<file path="src/rtl/alu_seq.sv">
// Sequential ALU with operand/result valid-ready handshakes, registered Z/N/V/C flags,
// a stored carry for ADDC chains and an iterative shift-add multiplier.
module alu_seq #(
    parameter int WIDTH = 8
) (
    input  logic             clk,
    input  logic             rst,
    input  logic             i_valid,
    output logic             o_ready,
    input  logic [WIDTH-1:0] i_a,
    input  logic [WIDTH-1:0] i_b,
    input  logic [3:0]       i_op,
    output logic             o_valid,
    input  logic             i_ready,
    output logic [WIDTH-1:0] o_res,
    output logic             o_carry,
    output logic             o_zero,
    output logic             o_neg,
    output logic             o_ovf,
    output logic             o_err
);

    localparam int SHW = $clog2(WIDTH);
    localparam int CW  = SHW + 1;
    localparam logic [CW-1:0] CNT_LAST = CW'(WIDTH);

    localparam logic [3:0] OP_ADD  = 4'd0;
    localparam logic [3:0] OP_SUB  = 4'd1;
    localparam logic [3:0] OP_AND  = 4'd2;
    localparam logic [3:0] OP_OR   = 4'd3;
    localparam logic [3:0] OP_XOR  = 4'd4;
    localparam logic [3:0] OP_NOT  = 4'd5;
    localparam logic [3:0] OP_SHR  = 4'd6;
    localparam logic [3:0] OP_SHL  = 4'd7;
    localparam logic [3:0] OP_ASR  = 4'd8;
    localparam logic [3:0] OP_ADDC = 4'd9;
    localparam logic [3:0] OP_MUL  = 4'd10;

    typedef enum logic [1:0] {
        S_IDLE = 2'd0,
        S_BUSY = 2'd1,
        S_DONE = 2'd2
    } state_t;

    state_t           state_q, state_d;
    logic [WIDTH-1:0] res_q, res_d;
    logic             carry_q, carry_d;
    logic             zero_q, zero_d;
    logic             neg_q, neg_d;
    logic             ovf_q, ovf_d;
    logic             err_q, err_d;
    logic             cin_q, cin_d;
    logic [WIDTH-1:0] mcand_q, mcand_d;
    logic [WIDTH-1:0] mplier_q, mplier_d;
    logic [WIDTH-1:0] acc_q, acc_d;
    logic [CW-1:0]    cnt_q, cnt_d;

    logic [WIDTH-1:0] alu_res_s;
    logic             alu_c_s;
    logic             alu_v_s;
    logic             alu_err_s;
    logic             alu_cupd_s;
    logic [WIDTH:0]   sum_s;
    logic [SHW-1:0]   sh_s;
    logic             accept_s;
    logic             ready_s;

    // Single-cycle datapath: result, carry/borrow, overflow and illegal-op detection.
    always_comb begin
        alu_res_s  = '0;
        alu_c_s    = 1'b0;
        alu_v_s    = 1'b0;
        alu_err_s  = 1'b0;
        alu_cupd_s = 1'b0;
        sum_s      = '0;
        sh_s       = i_b[SHW-1:0];
        case (i_op)
            OP_ADD, OP_ADDC: begin
                sum_s      = {1'b0, i_a} + {1'b0, i_b}
                           + {{WIDTH{1'b0}}, (i_op == OP_ADDC) ? cin_q : 1'b0};
                alu_res_s  = sum_s[WIDTH-1:0];
                alu_c_s    = sum_s[WIDTH];
                alu_v_s    = (i_a[WIDTH-1] == i_b[WIDTH-1]) && (sum_s[WIDTH-1] != i_a[WIDTH-1]);
                alu_cupd_s = 1'b1;
            end
            OP_SUB: begin
                // Top bit of the widened difference is the unsigned borrow.
                sum_s      = {1'b0, i_a} - {1'b0, i_b};
                alu_res_s  = sum_s[WIDTH-1:0];
                alu_c_s    = sum_s[WIDTH];
                alu_v_s    = (i_a[WIDTH-1] != i_b[WIDTH-1]) && (sum_s[WIDTH-1] != i_a[WIDTH-1]);
                alu_cupd_s = 1'b1;
            end
            OP_AND:  alu_res_s = i_a & i_b;
            OP_OR:   alu_res_s = i_a | i_b;
            OP_XOR:  alu_res_s = i_a ^ i_b;
            OP_NOT:  alu_res_s = ~i_a;
            OP_SHR:  alu_res_s = i_a >> sh_s;
            OP_SHL:  alu_res_s = i_a << sh_s;
            OP_ASR:  alu_res_s = WIDTH'($signed(i_a) >>> sh_s);
            OP_MUL:  alu_res_s = '0;
            default: alu_err_s = 1'b1;
        endcase
    end

    // Handshake FSM, multiplier iteration and result/flag register update.
    always_comb begin
        state_d  = state_q;
        res_d    = res_q;
        carry_d  = carry_q;
        zero_d   = zero_q;
        neg_d    = neg_q;
        ovf_d    = ovf_q;
        err_d    = err_q;
        cin_d    = cin_q;
        mcand_d  = mcand_q;
        mplier_d = mplier_q;
        acc_d    = acc_q;
        cnt_d    = cnt_q;
        case (state_q)
            S_IDLE:  ready_s = 1'b1;
            S_DONE:  ready_s = i_ready;
            default: ready_s = 1'b0;
        endcase
        accept_s = i_valid & ready_s;
        case (state_q)
            S_IDLE, S_DONE: begin
                if (accept_s) begin
                    if (i_op == OP_MUL) begin
                        state_d  = S_BUSY;
                        mcand_d  = i_a;
                        mplier_d = i_b;
                        acc_d    = '0;
                        cnt_d    = '0;
                    end else begin
                        state_d = S_DONE;
                        res_d   = alu_res_s;
                        carry_d = alu_c_s;
                        zero_d  = (alu_res_s == '0) && !alu_err_s;
                        neg_d   = alu_res_s[WIDTH-1];
                        ovf_d   = alu_v_s;
                        err_d   = alu_err_s;
                        if (alu_cupd_s) begin
                            cin_d = alu_c_s;
                        end else begin
                            cin_d = cin_q;
                        end
                    end
                end else if ((state_q == S_DONE) && i_ready) begin
                    state_d = S_IDLE;
                end else begin
                    state_d = state_q;
                end
            end
            S_BUSY: begin
                // WIDTH accumulate steps, then one edge to publish the product.
                if (cnt_q == CNT_LAST) begin
                    state_d = S_DONE;
                    res_d   = acc_q;
                    carry_d = 1'b0;
                    zero_d  = (acc_q == '0);
                    neg_d   = acc_q[WIDTH-1];
                    ovf_d   = 1'b0;
                    err_d   = 1'b0;
                end else begin
                    acc_d    = acc_q + (mplier_q[0] ? mcand_q : {WIDTH{1'b0}});
                    mcand_d  = mcand_q << 1;
                    mplier_d = mplier_q >> 1;
                    cnt_d    = cnt_q + CW'(1);
                end
            end
            default: state_d = S_IDLE;
        endcase
    end

    // State and datapath registers with synchronous reset.
    always_ff @(posedge clk) begin
        if (rst) begin
            state_q  <= S_IDLE;
            res_q    <= '0;
            carry_q  <= 1'b0;
            zero_q   <= 1'b0;
            neg_q    <= 1'b0;
            ovf_q    <= 1'b0;
            err_q    <= 1'b0;
            cin_q    <= 1'b0;
            mcand_q  <= '0;
            mplier_q <= '0;
            acc_q    <= '0;
            cnt_q    <= '0;
        end else begin
            state_q  <= state_d;
            res_q    <= res_d;
            carry_q  <= carry_d;
            zero_q   <= zero_d;
            neg_q    <= neg_d;
            ovf_q    <= ovf_d;
            err_q    <= err_d;
            cin_q    <= cin_d;
            mcand_q  <= mcand_d;
            mplier_q <= mplier_d;
            acc_q    <= acc_d;
            cnt_q    <= cnt_d;
        end
    end

    assign o_ready = ready_s;
    assign o_valid = (state_q == S_DONE);
    assign o_res   = res_q;
    assign o_carry = carry_q;
    assign o_zero  = zero_q;
    assign o_neg   = neg_q;
    assign o_ovf   = ovf_q;
    assign o_err   = err_q;

endmodule

</file>
<file path="config.mk">
export PLATFORM = sky130hd
export DESIGN_NAME = alu_seq
export DESIGN_NICKNAME = d
export VERILOG_FILES = /design/src/rtl/alu_seq.sv
export SDC_FILE = /design/constraint.sdc
export NUM_CORES = 1
export LEC_CHECK = 0
export CAP_MARGIN = 20
export CORE_ASPECT_RATIO = 1.1
export CORE_MARGIN = 2
export CORE_UTILIZATION = 53
export CTS_CLUSTER_DIAMETER = 120
export CTS_CLUSTER_SIZE = 20
export DETAILED_ROUTE_END_ITERATION = 8
export PLACE_DENSITY = 0.87
export SLEW_MARGIN = 30
export SYNTH_ARGS = -nofsm -noshare
export SYNTH_HDL_FRONTEND = slang
export SYNTH_SLANG_ARGS = --single-unit
</file>
<file path="constraint.sdc">
create_clock -name clk -period 2.7 [get_ports clk]
set_input_delay 0.405 -clock clk [delete_from_list [all_inputs] [get_ports clk]]
set_output_delay 0.405 -clock clk [all_outputs]
set_load 0.02 [all_outputs]
</file>
==> results of run 1 <==
layer usage:
metal,wire length [um],part of all wire,vias up,track usage
li1,-,-,2208,-
met1,5820,0.39,2260,0.429
met2,7240,0.49,219,0.600
met3,781,0.053,69,0.0375
met4,895,0.061,0,0.169
met5,0,0,-,0
timing repair:
action / in CTS / in global routing
endpoints found under the setup margin: 9 / 11
pin swaps: 3 / 20
buffers inserted: 0 / 3
gates cloned: 0 / 0
resized for setup: 17 / 38
worst min-delay path by stage:
| stage | end | slack, ns | cells past startpoint |
|---|---|---|---|
| finish | mplier_q[7] | 0.47 | 2 |
| global route | mplier_q[7] | 0.47 | 2 |
| CTS | mplier_q[7] | 0.47 | 2 |
| detailed placement | mplier_q[7] | 0.45 | 2 |
| global placement | o_res[1] | 0.44 | 2 |
| floorplan | mplier_q[7] | 0.43 | 2 |
cell families (layout without fill, tap and decap cells):
group	count (synthesis)	after routing	share of synthesized area
AND/OR/NAND/NOR	216	216	0.255
AO/OA/AOI/OAI	147	147	0.261
buffers and inverters	67	186	0.0692
flip-flops	43	43	0.208
adder cells (fa/ha/maj)	38	38	0.122
multiplexers	22	22	0.0653
XOR/XNOR	9	9	0.0190
cell type report:
type / instances / area [um^2]
Multi-Input combinational cell: 432 / 3200
Fill cell: 568 / 1860
Timing Repair Buffer: 150 / 1260
Sequential cell: 43 / 862
Tap cell: 105 / 131
Inverter: 28 / 105
Clock buffer: 5 / 68.8
Clock inverter: 3 / 26.3
worst max-delay path: stages:
cell and delay [ns]:
clkdlybuf4s50_1 0.50, inv_2 0.06, ha_4 0.25, buf_4 0.18
a21oi_1 0.16, o21ai_1 0.14, a221o_1 0.31, a2111o_1 0.47
nor4_2 0.17, nand4_1 0.12, o21ai_1 0.14
Yosys cell counts, drive strengths merged, types with 3 or more instances:
cell type  instances  area share
ha                34        0.10
o2111ai            4      0.0085
a2111oi           10       0.023
fa                 4       0.019
nand2b            13       0.020
o221ai             5       0.011
a21o               4      0.0073
clkbuf            22       0.020
mux4               4       0.022
nand3              8      0.0097
inv               27       0.024
nand4              5      0.0076
nand4b             3      0.0063
and2              10       0.016
o21bai             5      0.0091
a31oi              4      0.0060
a21oi             33       0.041
o21ai             13       0.016
a22oi             11       0.020
nand3b             3      0.0054
a221o              3      0.0073
nor4               5      0.0091
a311oi            15       0.032
o31ai              4      0.0073
nand2             61       0.055
nor2              66       0.060
xnor2              7       0.015
nor2b             14       0.021
dfxtp             43        0.21
nor3              10       0.012
buf               17       0.024
a211oi             8       0.016
mux2i             18       0.044
or3                6      0.0091
sequential cells by signal, summed over array words and instances (netlist names):
register	cells
cnt_q	4
state_q	2
o_ovf	1
o_carry	1
o_res	8
o_err	1
mplier_q	8
o_zero	1
cin_q	1
mcand_q	8
acc_q	8
where the power goes:
part / internal (mW) / leakage (nW) / switching [mW]
logic: 0.353 / 2.08 / 0.390
clock network: 0.191 / 0.0491 / 0.260
registers: 0.654 / 0.349 / 0.0148
through the flow:
stage               setup WS (ns)   util  area [um^2]
floorplan                 0.00594      -         4160
global placement           -0.541  0.707         5310
detailed placement         -0.464  0.707         5310
CTS                      -0.00262  0.729         5480
global route              -0.0385  0.752         5650
finish                     0.0406  0.752         5650
==> impl_metrics.env, run 1 <==
export IMPL_cts_root_buf="clkbuf_8"
export IMPL_end_kind="register"
export IMPL_timing_slew_headroom=0.639
export IMPL_path_clk_slew_ns=0.09
export IMPL_syn_area_per_cell_um2=7.64
export IMPL_r2r_end="o_res[5]"
export IMPL_whs_ns=0.466
export IMPL_drc=0
export IMPL_path_class="in -> reg"
export IMPL_fmax_ghz=0.376
export IMPL_start_util=0.551
export IMPL_worst_pin_slew_ns=0.528
export IMPL_post_route_min_period_ns=2.66
export IMPL_final_hold_viol_count=0
export IMPL_synthCells=542
export IMPL_fin_cells=766
export IMPL_first_iter_violations=311
export IMPL_hpwl_mm=11.4
export IMPL_cts_buffers=5
export IMPL_gp_congestion=1.02
export IMPL_drive_gt1_frac=0.259
export IMPL_vias_per_cell=6.21
export IMPL_tns_ns=0
export IMPL_io_pins=39
export IMPL_num_vias=4756
export IMPL_antenna_cells=0
export IMPL_max_cap_violations=0
export IMPL_io_buffers=38
export IMPL_syn_num_nets=604
export IMPL_critPathMaxFanout=8
export IMPL_finalMaxSlewViolations=0
export IMPL_p_per_area_mw_per_mm2=330
export IMPL_fp_coreArea_mm2=0.00751
export IMPL_startpoint_type="input pin"
export IMPL_synth_edf_count=0
export IMPL_grt_max_degree=45
export IMPL_cts_hold_buffers=0
export IMPL_num_rows=33
export IMPL_setup_viol=0
export IMPL_rsz0062_at_grt="yes"
export IMPL_clock_sinks=43
export IMPL_synth_seq_cells=43
export IMPL_synth_main_ff_cell="dfxtp_1"
export IMPL_r2r_setup_slack_ns=0.22
export IMPL_yosysWarnings=0
export IMPL_arrival_ns=2.90
export IMPL_yosysSeqAreaShare=0.208
export IMPL_cp_data_required_time_ns=2.94
export IMPL_die_y_um=96.7
export IMPL_status="complete, no violations"
export IMPL_hold_class="reg -> reg"
export IMPL_htreeDepth=2
export IMPL_synth_area_mm2=0.00414
export IMPL_gr_usage_all_layers=0.351
export IMPL_postRouteAntennaNets=0
export IMPL_cp_startpoint="i_a[2]"
export IMPL_finalClockSkew_ns=0.00678
export IMPL_firstDrtPassIters=5
export IMPL_cp_endpoint="o_zero"
export IMPL_total_power_mw=1.86
export IMPL_final_common_cell="buf_4"
export IMPL_wire_per_inst_um=19.2
export IMPL_nets=722
export IMPL_insertion_delay_ns=0.31
export IMPL_grt_pass1_wl_mm=23.7
export IMPL_grt_pass1_vias=4687
export IMPL_most_common_layout_cells="buf_4, nor2_1, nand2_1"
export IMPL_min_from="mplier_q[7]"
export IMPL_dieArea_mm2=0.00854
export IMPL_reg2reg_depth=10
export IMPL_r2r_start="cin_q"
export IMPL_area_delta_synth_final_pct=36.5
export IMPL_antenna_found_initial=0
export IMPL_cts_tree="built"
export IMPL_die_width_um=88.3
export IMPL_ys_types=72
export IMPL_vdd_drop_max_mv=0.173
export IMPL_synthArstFlopShare=0
export IMPL_leakage_nw=2.48
export IMPL_wl_mm=14.7
export IMPL_clk_path_buf_depth=2
export IMPL_period_share=0.985
export IMPL_dpl_cell_count=755
export IMPL_overflow=0
Power figures use the tool's default switching activity.
==> inputs of run 2 (changes only) <==
--- a/config.mk
+++ b/config.mk
@@ -17,3 +17,4 @@
 export SYNTH_ARGS = -nofsm -noshare
 export SYNTH_HDL_FRONTEND = slang
 export SYNTH_SLANG_ARGS = --single-unit
+export TNS_END_PERCENT = 10
==> constraint.sdc (replaced) <==
create_clock -name clk -period 2.7 [get_ports clk]
set_input_delay 0.675 -clock clk [delete_from_list [all_inputs] [get_ports clk]]
set_output_delay 0.675 -clock clk [all_outputs]
set_load 0.02 [all_outputs]
==> run 2 against run 1 <==
Critical endpoint unchanged; setup slack got worse by 0.13 ns; final cell count increased by 2.0%; highest routed layer unchanged; utilization rose by 4.2 points; the flow now finishes with violations (setup timing).
==> impl_metrics.env, run 2 (synthesis gave the netlist of run 1 again) <==
export IMPL_hold_class="reg -> reg"
export IMPL_fillers=501
export IMPL_fp_coreArea_mm2=0.00751
export IMPL_fin_cells=781
export IMPL_p_int_mw=1.33
export IMPL_timing_slew_headroom=0.478
export IMPL_setup_slack_ns=-0.0943
export IMPL_nets=737
export IMPL_antenna_found_initial=0
export IMPL_whs_ns=0.467
export IMPL_num_rows=33
export IMPL_status="complete, but fails checks"
export IMPL_drive_gt1_frac=0.314
export IMPL_finalClockSkew_ns=0.00733
export IMPL_grt_pass1_vias=4692
export IMPL_place_ws_ns=-0.910
export IMPL_postRouteAntennaNets=0
export IMPL_clk_path_buf_depth=2
export IMPL_multi_input_area_mm2=0.00338
export IMPL_most_common_layout_cells="buf_4, nor2_1, nand2_1"
export IMPL_firstDrtPassIters=7
export IMPL_p_switching_uw=698
export IMPL_die_y_um=96.7
export IMPL_reg2reg_depth=9
export IMPL_final_common_cell="buf_4"
export IMPL_insertion_delay_ns=0.31
export IMPL_cts_root_buf="clkbuf_8"
export IMPL_max_cap_violations=0
export IMPL_wl_mm=15.7
export IMPL_gr_usage_all_layers=0.365
export IMPL_grt_max_degree=34
export IMPL_post_route_min_period_ns=2.79
export IMPL_place_area_mm2=0.00537
export IMPL_arrival_ns=3.03
export IMPL_vias_per_cell=6.33
export IMPL_total_power_mw=2.02
export IMPL_clock_sinks=43
export IMPL_p_clk_frac=0.260
export IMPL_end_kind="register"
export IMPL_p_sw_frac=0.345
export IMPL_pwr_share_seq=0.330
export IMPL_critPathMaxFanout=2
export IMPL_area_delta_synth_final_pct=44.2
export IMPL_fmax_ghz=0.358
export IMPL_worst_pin_slew_ns=0.775
export IMPL_num_vias=4944
export IMPL_final_hold_viol_count=0
export IMPL_first_iter_violations=378
export IMPL_startpoint_type="input pin"
export IMPL_dpl_cell_count=757
export IMPL_path_class="in -> reg"
export IMPL_fin_util=0.795
export IMPL_gp_congestion=1.02
export IMPL_cts_tree="built"
export IMPL_design_area_mm2=0.00597
export IMPL_die_width_um=88.3
export IMPL_io_pins=39
export IMPL_grt_pass1_wl_mm=24.4
export IMPL_start_util=0.551
export IMPL_seq_area_um2=862
export IMPL_leakage_nw=2.53
export IMPL_setup_viol=4
export IMPL_violations="setup timing"
export IMPL_cp_data_required_time_ns=2.93
export IMPL_drc=0
export IMPL_min_path_cells=2
export IMPL_overflow=0
export IMPL_wire_per_inst_um=20.1
export IMPL_period_share=1.03
export IMPL_rsz0062_at_grt="yes"
export IMPL_cts_buffers=5
export IMPL_p_per_area_mw_per_mm2=339
export IMPL_vdd_drop_max_mv=0.181
export IMPL_antenna_cells=0
export IMPL_finalMaxSlewViolations=0
export IMPL_io_buffers=38
export IMPL_path_clk_slew_ns=0.09
export IMPL_dieArea_mm2=0.00854
export IMPL_htreeDepth=2
export IMPL_combPwrFrac=0.410
export IMPL_hpwl_mm=11.5
export IMPL_tns_ns=-0.186
## run 2: cell count changes in the layout (fill, tap and decap cells not counted), sizes merged
| cell | delta |
|---|---|
| bufinv | +1 |
| inv | -3 |
| clkinv | +2 |
| dlymetal6s2s | -10 |
| dlygate4sd2 | +14 |
| clkdlybuf4s50 | -10 |
| buf | +21 |
## run 2: what timing repair did
item                                   in CTS  in global routing
hold buffers                                0                  0
setup buffers                              12                  4
resized for setup                         109                 15
setup endpoints to repair                  12                 11
endpoints found under the hold margin       0                  0
pin swaps                                  25                 15
## run 2: per-layer routing
layer	routed length, um	track usage	share of wire
met5	0	0	0
met4	789	0.168	0.050
met3	1150	0.0512	0.073
met1	5660	0.426	0.36
met2	8060	0.640	0.51
## run 2: power groups by stage
| stage | clock network [mW] | registers [mW] | logic [mW] |
|---|---|---|---|
| after floorplan | 0 | 0.694 | 0.360 |
| after global placement | 0 | 0.681 | 0.669 |
| after detailed placement | 0 | 0.682 | 0.677 |
| after CTS | 0.519 | 0.667 | 0.780 |
| after global routing | 0.546 | 0.670 | 0.878 |
| final | 0.527 | 0.668 | 0.829 |
## run 2: worst paths after layout
kind              slack [ns]      from       end
setup / recovery       -0.09   i_op[2]    o_zero
hold / removal          0.47  o_res[5]  o_res[5]
setup reg to reg        0.07     cin_q    o_zero
hold reg to reg         0.47  o_res[5]  o_res[5]
## run 2: area by class of cell
type / count / area share
clock buffer: 5 / 0.0115
clock inverter: 3 / 0.00733
inverter: 28 / 0.0182
multi-input combinational: 432 / 0.566
sequential: 43 / 0.144
tap: 105 / 0.0220
timing repair buffer: 165 / 0.231
## run 2: worst max-delay path, cell delays in order
cell      delay, ns
buf_8          0.10
nor2_4         0.10
nand4_1        0.16
fa_2           0.42
inv_2          0.07
fa_2           0.44
a221oi_2       0.27
o221ai_2       0.20
nor3_2         0.27
nand4_1        0.15
o21ai_1        0.16
==> inputs of run 3 (changes only) <==
--- a/config.mk
+++ b/config.mk
@@ -7,13 +7,13 @@
 export LEC_CHECK = 0
 export CAP_MARGIN = 20
 export CORE_ASPECT_RATIO = 1.1
-export CORE_MARGIN = 2
+export CORE_MARGIN = 3
 export CORE_UTILIZATION = 53
 export CTS_CLUSTER_DIAMETER = 120
 export CTS_CLUSTER_SIZE = 20
 export DETAILED_ROUTE_END_ITERATION = 8
 export PLACE_DENSITY = 0.87
-export SLEW_MARGIN = 30
+export SLEW_MARGIN = 40
 export SYNTH_ARGS = -nofsm -noshare
 export SYNTH_HDL_FRONTEND = slang
 export SYNTH_SLANG_ARGS = --single-unit
==> run 3 against run 2 <==
The flow now finishes without violations; sequential power barely moved; via count up 0.12%; first-iteration DRC count is 4.8% lower; routed wire length rose by 0.70%; fmax increased by 4.9%; sequential cell count unchanged; global-route usage down 1.7 points; hold slack got worse by 0.0033 ns; utilization rose by 0.10 points; final cell count is 1.0% higher; largest power group unchanged.
==> impl_metrics.env, run 3 (synthesis gave the netlist of run 1 again) <==
export IMPL_status="complete, no violations"
export IMPL_period_share=0.987
export IMPL_io_pins=39
export IMPL_fillers=519
export IMPL_finalMaxSlewViolations=0
export IMPL_p_per_area_mw_per_mm2=320
export IMPL_r2r_start="cin_q"
export IMPL_first_iter_violations=360
export IMPL_rsz0062_at_grt="yes"
export IMPL_multi_input_area_mm2=0.00340
export IMPL_drc=0
export IMPL_gr_usage_all_layers=0.348
export IMPL_vias_per_cell=6.27
export IMPL_path_class="in -> reg"
export IMPL_antenna_cells=0
export IMPL_seq_area_um2=861
export IMPL_cts_hold_buffers=0
export IMPL_insertion_delay_ns=0.29
export IMPL_met2_usage=0.613
export IMPL_clock_sinks=43
export IMPL_cts_root_buf="clkbuf_8"
export IMPL_path_clk_slew_ns=0.08
export IMPL_cp_data_required_time_ns=2.93
export IMPL_overflow=0
export IMPL_wire_per_inst_um=20.0
export IMPL_final_hold_viol_count=0
export IMPL_grt_use_met3=0.0466
export IMPL_post_route_min_period_ns=2.66
export IMPL_gp_congestion=1.01
export IMPL_design_area_mm2=0.00598
export IMPL_start_util=0.551
export IMPL_cp_startpoint="i_b[0]"
export IMPL_fp_coreArea_mm2=0.00751
export IMPL_postRouteAntennaNets=0
export IMPL_place_ws_ns=-0.820
export IMPL_startpoint_type="input pin"
export IMPL_worst_pin_slew_ns=0.572
export IMPL_most_common_layout_cells="buf_4, nor2_1, nand2_1"
export IMPL_grt_met1_usage=0.391
export IMPL_grt_pass1_wl_mm=24.9
export IMPL_leakage_nw=2.56
export IMPL_grt_max_degree=32
export IMPL_critPathMaxFanout=4
export IMPL_num_rows=33
export IMPL_wl_mm=15.8
export IMPL_cts_tree="built"
export IMPL_hold_class="reg -> reg"
export IMPL_die_width_um=90.3
export IMPL_max_cap_violations=0
export IMPL_nets=745
export IMPL_fmax_ghz=0.375
export IMPL_final_common_cell="buf_4"
export IMPL_setup_slack_ns=0.0357
export IMPL_dieArea_mm2=0.00891
export IMPL_setup_viol=0
export IMPL_timing_slew_headroom=0.613
export IMPL_antenna_found_initial=0
export IMPL_end_kind="register"
export IMPL_firstDrtPassIters=5
export IMPL_cts_buffers=5
export IMPL_num_vias=4950
export IMPL_vdd_drop_max_mv=0.183
export IMPL_io_buffers=38
export IMPL_clk_path_buf_depth=2
export IMPL_grt_busiest_layer="met2"
export IMPL_drive_gt1_frac=0.332
export IMPL_die_y_um=98.7
export IMPL_htreeDepth=2
export IMPL_arrival_ns=2.89
export IMPL_area_delta_synth_final_pct=44.4
export IMPL_whs_ns=0.464
export IMPL_place_area_mm2=0.00545
export IMPL_hpwl_mm=11.7
export IMPL_grt_pass1_vias=4961
export IMPL_finalClockSkew_ns=0.00493
export IMPL_min_from="o_res[6]"
==> run 3: changes by cell type in the layout (fill, tap and decap cells not counted), sizes merged, moves of 2 or more <==
cell and delta:
buf +6, clkbuf +8, dlymetal6s2s +2, dlygate4sd2 -8
==> run 3: what timing repair did <==
action,4_1_cts,5_1_grt
endpoints found under the setup margin,11,12
gates cloned,0,0
resized for setup,86,46
setup buffers,7,6
pin swaps,19,31
==> run 3: critical path, stage by stage <==
cell and delay, ns:
clkbuf_2 0.14, inv_2 0.10, fa_2 0.25, inv_2 0.05, fa_2 0.43, nand3_4 0.13
nand2_4 0.07, a221oi_4 0.29, o221ai_2 0.14, buf_4 0.16, nor4_4 0.22, nand4_1 0.12
o21ai_1 0.12
==> run 3: cell type report <==
class	count	area share
multi-input combinational	432	0.568
timing repair buffer	173	0.234
sequential	43	0.144
tap	105	0.0220
inverter	28	0.0178
clock buffer	6	0.0121
clock inverter	2	0.00209
==> run 3: metrics by stage <==
stage | util | TNS [ns] | power [mW] | cells
2_1_floorplan | - | -0.443 | 1.05 | 542
3_3_place_gp | 0.725 | -6.91 | 1.37 | 768
3_5_place_dp | 0.725 | -8.78 | 1.38 | 768
4_1_cts | 0.778 | -0.00145 | 1.85 | 783
5_1_grt | 0.796 | -0.0980 | 1.99 | 789
6_report | 0.796 | 0 | 1.91 | 789
==> run 3: report_power, final <==
| group | internal [mW] | switching, mW | total, mW |
|---|---|---|---|
| Clock | 0.181 | 0.224 | 0.405 |
| Sequential | 0.654 | 0.0153 | 0.669 |
| Combinational | 0.406 | 0.431 | 0.837 |
| Total | 1.24 | 0.671 | 1.91 |
==> run 3: path summary, 6_finish.rpt <==
| path | cells past startpoint | endpoint | slack (ns) |
|---|---|---|---|
| max | 13 | o_zero | 0.04 |
| min | 2 | o_res[6] | 0.46 |
| max reg2reg | 12 | o_zero | 0.16 |
| min reg2reg | 2 | o_res[6] | 0.46 |
==> run 3: per-layer routing <==
| metal | share of wire | vias to the layer above |
|---|---|---|
| met3 | 0.075 | 104 |
| met2 | 0.48 | 278 |
| met1 | 0.36 | 2311 |
| met5 | 0 | - |
| met4 | 0.084 | 0 |
| li1 | - | 2257 |
